## config.mk

```make
export PLATFORM = sky130hd
export DESIGN_NAME = alu_issue_ctrl
export DESIGN_NICKNAME = d
export VERILOG_FILES = /design/src/rtl/alu_pkg.sv /design/src/rtl/alu_op_decode.sv /design/src/rtl/alu_issue_ctrl.sv
export SDC_FILE = /design/constraint.sdc
export NUM_CORES = 1
export LEC_CHECK = 0
export BUFFER_PORTS_ARGS = -buffer_cell sky130_fd_sc_hd__buf_4
export CORE_AREA = 2 2 201 203
export CTS_CLUSTER_DIAMETER = 200
export DETAILED_ROUTE_END_ITERATION = 7
export DIE_AREA = 0 0 203 205
export SYNTH_ARGS = -nofsm -noshare
export SYNTH_HDL_FRONTEND = slang
export SYNTH_HIERARCHICAL = 1
export SYNTH_SLANG_ARGS = --single-unit
```

## constraint.sdc

```tcl
create_clock -name clk -period 2.7 [get_ports clk]
set_clock_uncertainty 0.05 [all_clocks]
set_input_delay 0.405 -clock clk [delete_from_list [all_inputs] [get_ports clk]]
set_output_delay 0.405 -clock clk [all_outputs]
set_load 0.1 [all_outputs]
```

## src/rtl/alu_pkg.sv

```systemverilog
// Shared types and constants for the execute-stage ALU issue controller.
// Select encodings match the ALU's select input; ALU_NOP lands in the ALU's zero-producing default case.
package alu_pkg;

    localparam int XLEN_DEFAULT = 64;

    localparam logic [6:0] OPC_OP     = 7'b0110011;
    localparam logic [6:0] OPC_OP_IMM = 7'b0010011;

    localparam logic [6:0] F7_BASE    = 7'b0000000;
    localparam logic [6:0] F7_ALT     = 7'b0100000;

    localparam logic [2:0] F3_ADD_SUB = 3'b000;

    typedef enum logic [1:0] {
        ALU_ADD = 2'b00,
        ALU_SUB = 2'b01,
        ALU_NOP = 2'b11
    } alu_sel_e;

endpackage

```

## src/rtl/alu_op_decode.sv

```systemverilog
// Combinational decode of opcode/funct3/funct7 into ALU select, operand-2 source and illegal flag.
// Anything outside the ADD/SUB/ADDI subset is illegal and routed to ALU_NOP.
module alu_op_decode
    import alu_pkg::*;
(
    input  logic [6:0] i_opcode,
    input  logic [2:0] i_funct3,
    input  logic [6:0] i_funct7,
    output alu_sel_e   o_sel,
    output logic       o_use_imm,
    output logic       o_illegal
);

    always_comb begin
        o_sel     = ALU_NOP;
        o_use_imm = 1'b0;
        o_illegal = 1'b1;
        if (i_opcode == OPC_OP && i_funct3 == F3_ADD_SUB && i_funct7 == F7_BASE) begin
            o_sel     = ALU_ADD;
            o_illegal = 1'b0;
        end else if (i_opcode == OPC_OP && i_funct3 == F3_ADD_SUB && i_funct7 == F7_ALT) begin
            o_sel     = ALU_SUB;
            o_illegal = 1'b0;
        end else if (i_opcode == OPC_OP_IMM && i_funct3 == F3_ADD_SUB) begin
            o_sel     = ALU_ADD;
            o_use_imm = 1'b1;
            o_illegal = 1'b0;
        end
    end

endmodule

```

## src/rtl/alu_issue_ctrl.sv

```systemverilog
// Execute-stage issue controller: S1 drives the ALU operands/select from registers,
// S2 captures the ALU result for writeback. Two-stage valid/ready pipeline with backpressure.
module alu_issue_ctrl
    import alu_pkg::*;
#(
    parameter int XLEN  = XLEN_DEFAULT,
    parameter int CNT_W = 32
) (
    input  logic             clk,
    input  logic             rst_n,
    input  logic             flush,
    input  logic             in_valid,
    output logic             in_ready,
    input  logic [6:0]       in_opcode,
    input  logic [2:0]       in_funct3,
    input  logic [6:0]       in_funct7,
    input  logic [XLEN-1:0]  in_rs1,
    input  logic [XLEN-1:0]  in_rs2,
    input  logic [XLEN-1:0]  in_imm,
    input  logic [4:0]       in_rd,
    output logic [XLEN-1:0]  alu_in1,
    output logic [XLEN-1:0]  alu_in2,
    output logic [1:0]       alu_sel,
    input  logic [XLEN-1:0]  alu_result,
    output logic             out_valid,
    input  logic             out_ready,
    output logic [XLEN-1:0]  out_data,
    output logic [4:0]       out_rd,
    output logic             out_illegal,
    output logic [CNT_W-1:0] retired_cnt
);

    alu_sel_e          w_dec_sel;
    logic              w_dec_use_imm;
    logic              w_dec_illegal;

    logic              r_s1_valid;
    logic [XLEN-1:0]   r_alu_in1;
    logic [XLEN-1:0]   r_alu_in2;
    alu_sel_e          r_alu_sel;
    logic [4:0]        r_s1_rd;
    logic              r_s1_illegal;

    logic              r_out_valid;
    logic [XLEN-1:0]   r_out_data;
    logic [4:0]        r_out_rd;
    logic              r_out_illegal;
    logic [CNT_W-1:0]  r_retired_cnt;

    logic              w_s2_free;
    logic              w_in_ready;
    logic              w_accept;
    logic              w_advance;
    logic              w_retire;

    alu_op_decode u_decode (
        .i_opcode  (in_opcode),
        .i_funct3  (in_funct3),
        .i_funct7  (in_funct7),
        .o_sel     (w_dec_sel),
        .o_use_imm (w_dec_use_imm),
        .o_illegal (w_dec_illegal)
    );

    // S2 can take a new entry when empty or draining this cycle; that drain also frees S1.
    assign w_s2_free  = !r_out_valid || out_ready;
    assign w_in_ready = !r_s1_valid || w_s2_free;
    assign w_accept   = in_valid && w_in_ready && !flush;
    assign w_advance  = r_s1_valid && w_s2_free;
    assign w_retire   = r_out_valid && out_ready;

    always_ff @(posedge clk or negedge rst_n) begin
        if (!rst_n) begin
            r_s1_valid   <= 1'b0;
            r_alu_in1    <= '0;
            r_alu_in2    <= '0;
            r_alu_sel    <= ALU_NOP;
            r_s1_rd      <= '0;
            r_s1_illegal <= 1'b0;
        end else begin
            if (flush) begin
                r_s1_valid <= 1'b0;
            end else if (w_in_ready) begin
                r_s1_valid <= in_valid;
            end
            if (w_accept) begin
                r_alu_in1    <= in_rs1;
                r_alu_in2    <= w_dec_use_imm ? in_imm : in_rs2;
                r_alu_sel    <= w_dec_sel;
                r_s1_rd      <= in_rd;
                r_s1_illegal <= w_dec_illegal;
            end
        end
    end

    always_ff @(posedge clk or negedge rst_n) begin
        if (!rst_n) begin
            r_out_valid   <= 1'b0;
            r_out_data    <= '0;
            r_out_rd      <= '0;
            r_out_illegal <= 1'b0;
        end else begin
            if (flush) begin
                r_out_valid <= 1'b0;
            end else if (w_s2_free) begin
                r_out_valid <= r_s1_valid;
            end
            if (w_advance && !flush) begin
                r_out_data    <= r_s1_illegal ? '0 : alu_result;
                r_out_rd      <= r_s1_rd;
                r_out_illegal <= r_s1_illegal;
            end
        end
    end

    // A writeback handshake completing in a flush cycle still counts as retired.
    always_ff @(posedge clk or negedge rst_n) begin
        if (!rst_n) begin
            r_retired_cnt <= '0;
        end else if (w_retire) begin
            r_retired_cnt <= r_retired_cnt + CNT_W'(1);
        end
    end

    assign in_ready    = w_in_ready;
    assign alu_in1     = r_alu_in1;
    assign alu_in2     = r_alu_in2;
    assign alu_sel     = r_alu_sel;
    assign out_valid   = r_out_valid;
    assign out_data    = r_out_data;
    assign out_rd      = r_out_rd;
    assign out_illegal = r_out_illegal;
    assign retired_cnt = r_retired_cnt;

endmodule

```

### Word-level counts from Yosys, hierarchy flattened

Index checks and enable logic that the tools add are counted.

* register bits: 240
* bits of input ports: 283
* output and inout bits: 234

* add/sub/neg operators: 1
* equal/unequal tests: 3
* muxes and demuxes: 15
* reduce and logical (&&, ||, !) cells: 18

Operator list (number)
* 2-to-1 mux 64 bit: 2
* adder 32 x 1 -> 32 bit (second input constant): 1
* equality test 7 x 6 -> 1 bit (second input constant): 2
* 2-to-1 mux 1 bit: 10
* logical AND 1 bit: 9
* equality test 7 x 5 -> 1 bit (second input constant): 1
* zero test 7 bit: 1
* 2-to-1 mux 2 bit: 3
* nonzero test 2 bit: 2
* zero test 1 bit: 3
* zero test 3 bit: 1
* logical OR 1 bit: 2

### Longest topological paths before layout

* depth in word-level cells: 6
* gate-level depth with buffers: 7

### Cells and area by module

Netlist, hierarchy kept.

Modules (own cells, without submodules)
* alu_issue_ctrl: instances 1, cells each 801, area an instance 10179.8 um^2, sequential area each 6008.3 um^2
* alu_op_decode: instances 1, cells each 10, area an instance 78.8 um^2, sequential area each 0.0 um^2

### Worst setup path before layout

Ideal clock, no wire load.

* path kind: reg-to-reg
* from: register r_out_valid (netlist: out_valid)
* to: register r_alu_in1[0] (netlist: alu_in1[0])
* library setup time: 0.126 ns
* data arrival time: 3.021 ns
* slack: -0.497 ns
* stages on the path, launching flop included: 8
* path buffers: 3
* cell sequence: dfrtp_1 -> and2b_1 -> nand2_1 -> nand3b_1 -> buf_2 -> buf_2 -> buf_2 -> mux2_2

* word-level cells in the longest chain between the ends: 5

Ends and longest elaborated chain
* from (decl): RTL line alu_issue_ctrl.sv:44 `logic r_out_valid;`
* from (signal assigned): RTL line alu_issue_ctrl.sv:106 `r_out_valid <= r_s1_valid;`
* zero test 1 bit: RTL line alu_issue_ctrl.sv:66 `assign w_s2_free = !r_out_valid || out_ready;`
* logical OR 1 bit: RTL line alu_issue_ctrl.sv:66
* logical OR 1 bit: RTL line alu_issue_ctrl.sv:67 `assign w_in_ready = !r_s1_valid || w_s2_free;`
* named net in_ready: RTL line alu_issue_ctrl.sv:13 `output logic in_ready,`
* logical AND 1 bit (2 in series): RTL line alu_issue_ctrl.sv:68 `assign w_accept = in_valid && w_in_ready && !flush;`
* to (signal assigned): RTL line alu_issue_ctrl.sv:87 `r_alu_in1 <= in_rs1;`
* to (decl): RTL line alu_issue_ctrl.sv:38 `logic [XLEN-1:0] r_alu_in1;`

The timed path passes the listed nets, and every way through them passes these cells.
A chain may end at the register's enable or synchronous reset.

### Final worst setup path

* from: register r_retired_cnt[0] (netlist: retired_cnt[0])
* to: register r_retired_cnt[30] (netlist: retired_cnt[30])

* word-level cells in the longest chain between the ends: 1

Ends and longest elaborated chain
* from (decl): RTL line alu_issue_ctrl.sv:48 `logic [CNT_W-1:0] r_retired_cnt;`
* from (signal assigned): RTL line alu_issue_ctrl.sv:121 `r_retired_cnt <= r_retired_cnt + CNT_W'(1);`
* adder 32 x 1 -> 32 bit: RTL line alu_issue_ctrl.sv:121

Every way passes these cells.

==> summary.log <==
INFO  sta            final-setup-viol-count=0
INFO  detailed_routing vias_per_cell=4.33
INFO  clocking       cts.repair.resized=0
INFO  setup_path     setup.worst_path.start_class=flop
INFO  logic_synthesis postSynth.asyncResetShare=100%
INFO  power          ir_drop=430uV
INFO  grt            grt_start_max_net_pins=77
INFO  die            pin_count=517
INFO  cells_and_area layout-drive-gt1-share=58.3%
INFO  sta            grt_setup_unrepaired=false
INFO  setup_path     critical_path.slowest_cell=sky130_fd_sc_hd__or4b_1
INFO  sta            totalNegativeSetupSlack=0ps
INFO  clocking       cts_buffers=28
INFO  detailed_routing drtPass1Iterations=6
INFO  grt            grt_remaining_overflow=0
INFO  setup_path     crit_path_max_incr_delay=750ps
INFO  die            die_width=203um
INFO  setup_path     timing.critical_path.fanout_max=10
INFO  place          post_dp_hpwl=24500um
INFO  sta            max_clock_freq=471MHz
INFO  logic_synthesis ranking_of_synthesized_cells_by_area=sky130_fd_sc_hd__dfrtp_1 (58%), sky130_fd_sc_hd__mux2_2 (22%), sky130_fd_sc_hd__nand2_1 (5.8%), sky130_fd_sc_hd__nand3b_1 (4.8%), sky130_fd_sc_hd__xor2_1 (1.7%)
INFO  logic_synthesis yosys.cell_count.top_type=sky130_fd_sc_hd__dfrtp_1
INFO  detailed_routing ant_nets=0
INFO  cells_and_area n_antenna_cell=0
INFO  sta            timing.final.crit_share=78.6%
INFO  logic_synthesis synth_ff_type=sky130_fd_sc_hd__dfrtp_1
INFO  clocking       post-cts-setup-buffer-count=0
INFO  grt            antenna_found_initial=0
INFO  die            initial_core_util=26.1%
INFO  detailed_routing num_vias=8185
INFO  logic_synthesis post_synth.cell_area_avg=12.6um^2
INFO  logic_synthesis post_synth_num_cell_types=32
INFO  run            drv_cap=0
INFO  worst_hold_path worst_hold_path_type=in2reg
INFO  sta            max-slew-margin-rel=47.9%
INFO  clocking       clock_tree.buffer_depth=3
INFO  die            rows=73
INFO  clocking       clk_transition_reported_paths=60ps
INFO  cells_and_area layout.core_utilization=40.6%
INFO  logic_synthesis ys_seq_area_share=58.6%
INFO  place          post_dp_cell_area=14900um^2
INFO  detailed_routing wirelength=32900um
INFO  die            floorplan.die_area=41600um^2
INFO  clocking       cts.sink_count=240
INFO  sta            hold_violations=0
INFO  detailed_routing drtIter0Drc=321
INFO  place          preCtsSetupSlack=357ps
INFO  grt            grt_pass1_vias=8568
INFO  clocking       ctsHoldBuffers=13
INFO  clocking       root_buffer=sky130_fd_sc_hd__clkbuf_16
INFO  setup_path     crit_path_cells=ha_1, nand3_1, or4b_1, nor4_4, xor2_1
INFO  clocking       cts.htree.levels=1
INFO  power          power.density_cell_area=772nW/um^2
INFO  setup_path     timing.critical_path.required=3120ps
INFO  logic_synthesis synth_edf_count=0
INFO  logic_synthesis yosys_warnings=6
INFO  cells_and_area final_nets=1627
INFO  die            die_y=205um
INFO  cells_and_area design_area=16000um^2
INFO  cells_and_area layout-area-overhead-vs-synth=55.7%
INFO  logic_synthesis synth_top_area_share=58.1%
INFO  logic_synthesis netlist.top_cell.by_area=sky130_fd_sc_hd__dfrtp_1
INFO  setup_path     timing.critical_path.to_type=flop
INFO  setup_path     critical-path-top-delay-family=simple AND/OR/NAND/NOR gates
INFO  setup_path     path_class=reg2reg
INFO  outcome        run_status=finished, final reports clean
INFO  sta            finalWorstPathRequiredPeriod=2120ps
INFO  sta            worst_path_setup_slack_after_routing=577ps
INFO  logic_synthesis synth_nets=1095
INFO  sta            maxSlewViolCount=0
INFO  grt            grt_use_total=15.0%
INFO  logic_synthesis synth.top_cells.by_count=sky130_fd_sc_hd__dfrtp_1 (238), sky130_fd_sc_hd__mux2_2 (201), sky130_fd_sc_hd__nand2_1 (159), sky130_fd_sc_hd__nand3b_1 (65), sky130_fd_sc_hd__clkbuf_1 (31)
INFO  clocking       clk-insertion-delay-late=540ps
INFO  logic_synthesis synth.ff_latch_count=240
INFO  sta            worstMarginPinSlew=781ps
INFO  logic_synthesis netlist_area=10300um^2
INFO  detailed_routing wl_per_cell=17.4um
INFO  logic_synthesis syn_inst=811
INFO  power          total_leakage_power=0.00801uW
INFO  setup_path     worstPathBufferInverterCount=0
INFO  clocking       tritoncts=done
INFO  detailed_routing drcViolationCount=0
INFO  place          io_buffer_count=516
INFO  setup_path     crit_arrival=2540ps
INFO  grt            grt_first_pass_wirelength=49400um
INFO  place          gpl.final_weighted_congestion=0.786
INFO  die            core-area=39400um^2
==> logic make-up after synthesis <==
logic type | after synthesis | synth area share (%)
multiplexers | 201 | 22.1
buffers and inverters | 53 | 2.20
adder cells (fa/ha/maj) | 1 | 0.122
flip-flops | 240 | 58.6
XOR/XNOR | 31 | 2.65
AO/OA/AOI/OAI | 3 | 0.281
AND/OR/NAND/NOR | 282 | 14.1
==> cells in the final DEF (no fill, tap or decap), types with 5 or more instances in the layout <==
cell                            netlist  layout
sky130_fd_sc_hd__inv_1                5       5
sky130_fd_sc_hd__nor3_1              10      10
sky130_fd_sc_hd__nand2_1            159     158
sky130_fd_sc_hd__buf_4                2     528
sky130_fd_sc_hd__nand3_1              8       8
sky130_fd_sc_hd__nor2_1              13      12
sky130_fd_sc_hd__clkbuf_8             0      11
sky130_fd_sc_hd__dlygate4sd3_1        0      13
sky130_fd_sc_hd__clkbuf_16            0      29
sky130_fd_sc_hd__clkbuf_1            31       6
sky130_fd_sc_hd__xor2_1              20      20
sky130_fd_sc_hd__xnor2_1             11      11
sky130_fd_sc_hd__mux2_2             201     201
sky130_fd_sc_hd__dfrtp_1            238     237
sky130_fd_sc_hd__buf_12               0       8
sky130_fd_sc_hd__nand3b_1            65      65
==> where the power goes <==
| group | switching, uW | leakage [uW] | internal, uW |
|---|---|---|---|
| logic | 3150 | 0.00452 | 1060 |
| registers | 233 | 0.00301 | 3960 |
| clock network | 1500 | 0.000480 | 2440 |
| total | 4880 | 0.00801 | 7460 |
==> per-layer routing <==
metal	GRT usage (%)	up-vias	wire, um
li1	-	3850	-
met1	17.9	3956	12900
met2	26.2	316	16600
met3	4.41	63	2580
met4	4.46	0	922
met5	0	-	0
==> per-stage QoR <==
step | hold slack [ps] | std cells | total power (uW)
after floorplan | 59.4 | 811 | 7220
after detailed placement | 401 | 1825 | 8470
after global routing | 5.96 | 1889 | 12800
after global placement | 398 | 1825 | 8440
after CTS | 0.0469 | 1889 | 12500
final | 38.1 | 1889 | 12300
==> area by class of cell <==
class                      count  area (um^2)
multi-input combinational    518         4040
clock inverter                 5         77.6
clock buffer                  46          900
tap                          525          657
sequential                   240         6010
timing repair buffer         550         4270
inverter                       5         18.8
fill                        3790        23400
==> state kept, by name, summed over array words and instances, names as in the netlist <==
register,flops
alu_in1,64
retired_cnt,32
out_data,64
r_s1_rd,5
r_s1_illegal,1
out_rd,5
out_valid,1
r_s1_valid,1
alu_in2,64
out_illegal,1
alu_sel,2
==> path summary, 6_finish.rpt <==
check / from / end / slack, ps / depth (start not counted)
worst max-delay path: retired_cnt[0] / retired_cnt[30] / 580 / 5
worst min-delay path: in_rs1[1] / alu_in1[1] / 40 / 2
worst max register to register: retired_cnt[0] / retired_cnt[30] / 580 / 5
worst min register to register: out_data[31] / out_data[31] / 420 / 2
max in group asynchronous: rst_n / alu_sel[1] / 1420 / 3
min in group asynchronous: rst_n / alu_in1[20] / 420 / 2
==> worst register-to-register path, stage by stage (launching register included) <==
cell and delay (ps):
sky130_fd_sc_hd__dfrtp_1 410, sky130_fd_sc_hd__ha_1 170, sky130_fd_sc_hd__nand3_1 170, sky130_fd_sc_hd__or4b_1 750
sky130_fd_sc_hd__nor4_4 340, sky130_fd_sc_hd__xor2_1 160
(Power assumes the default switching activity.)
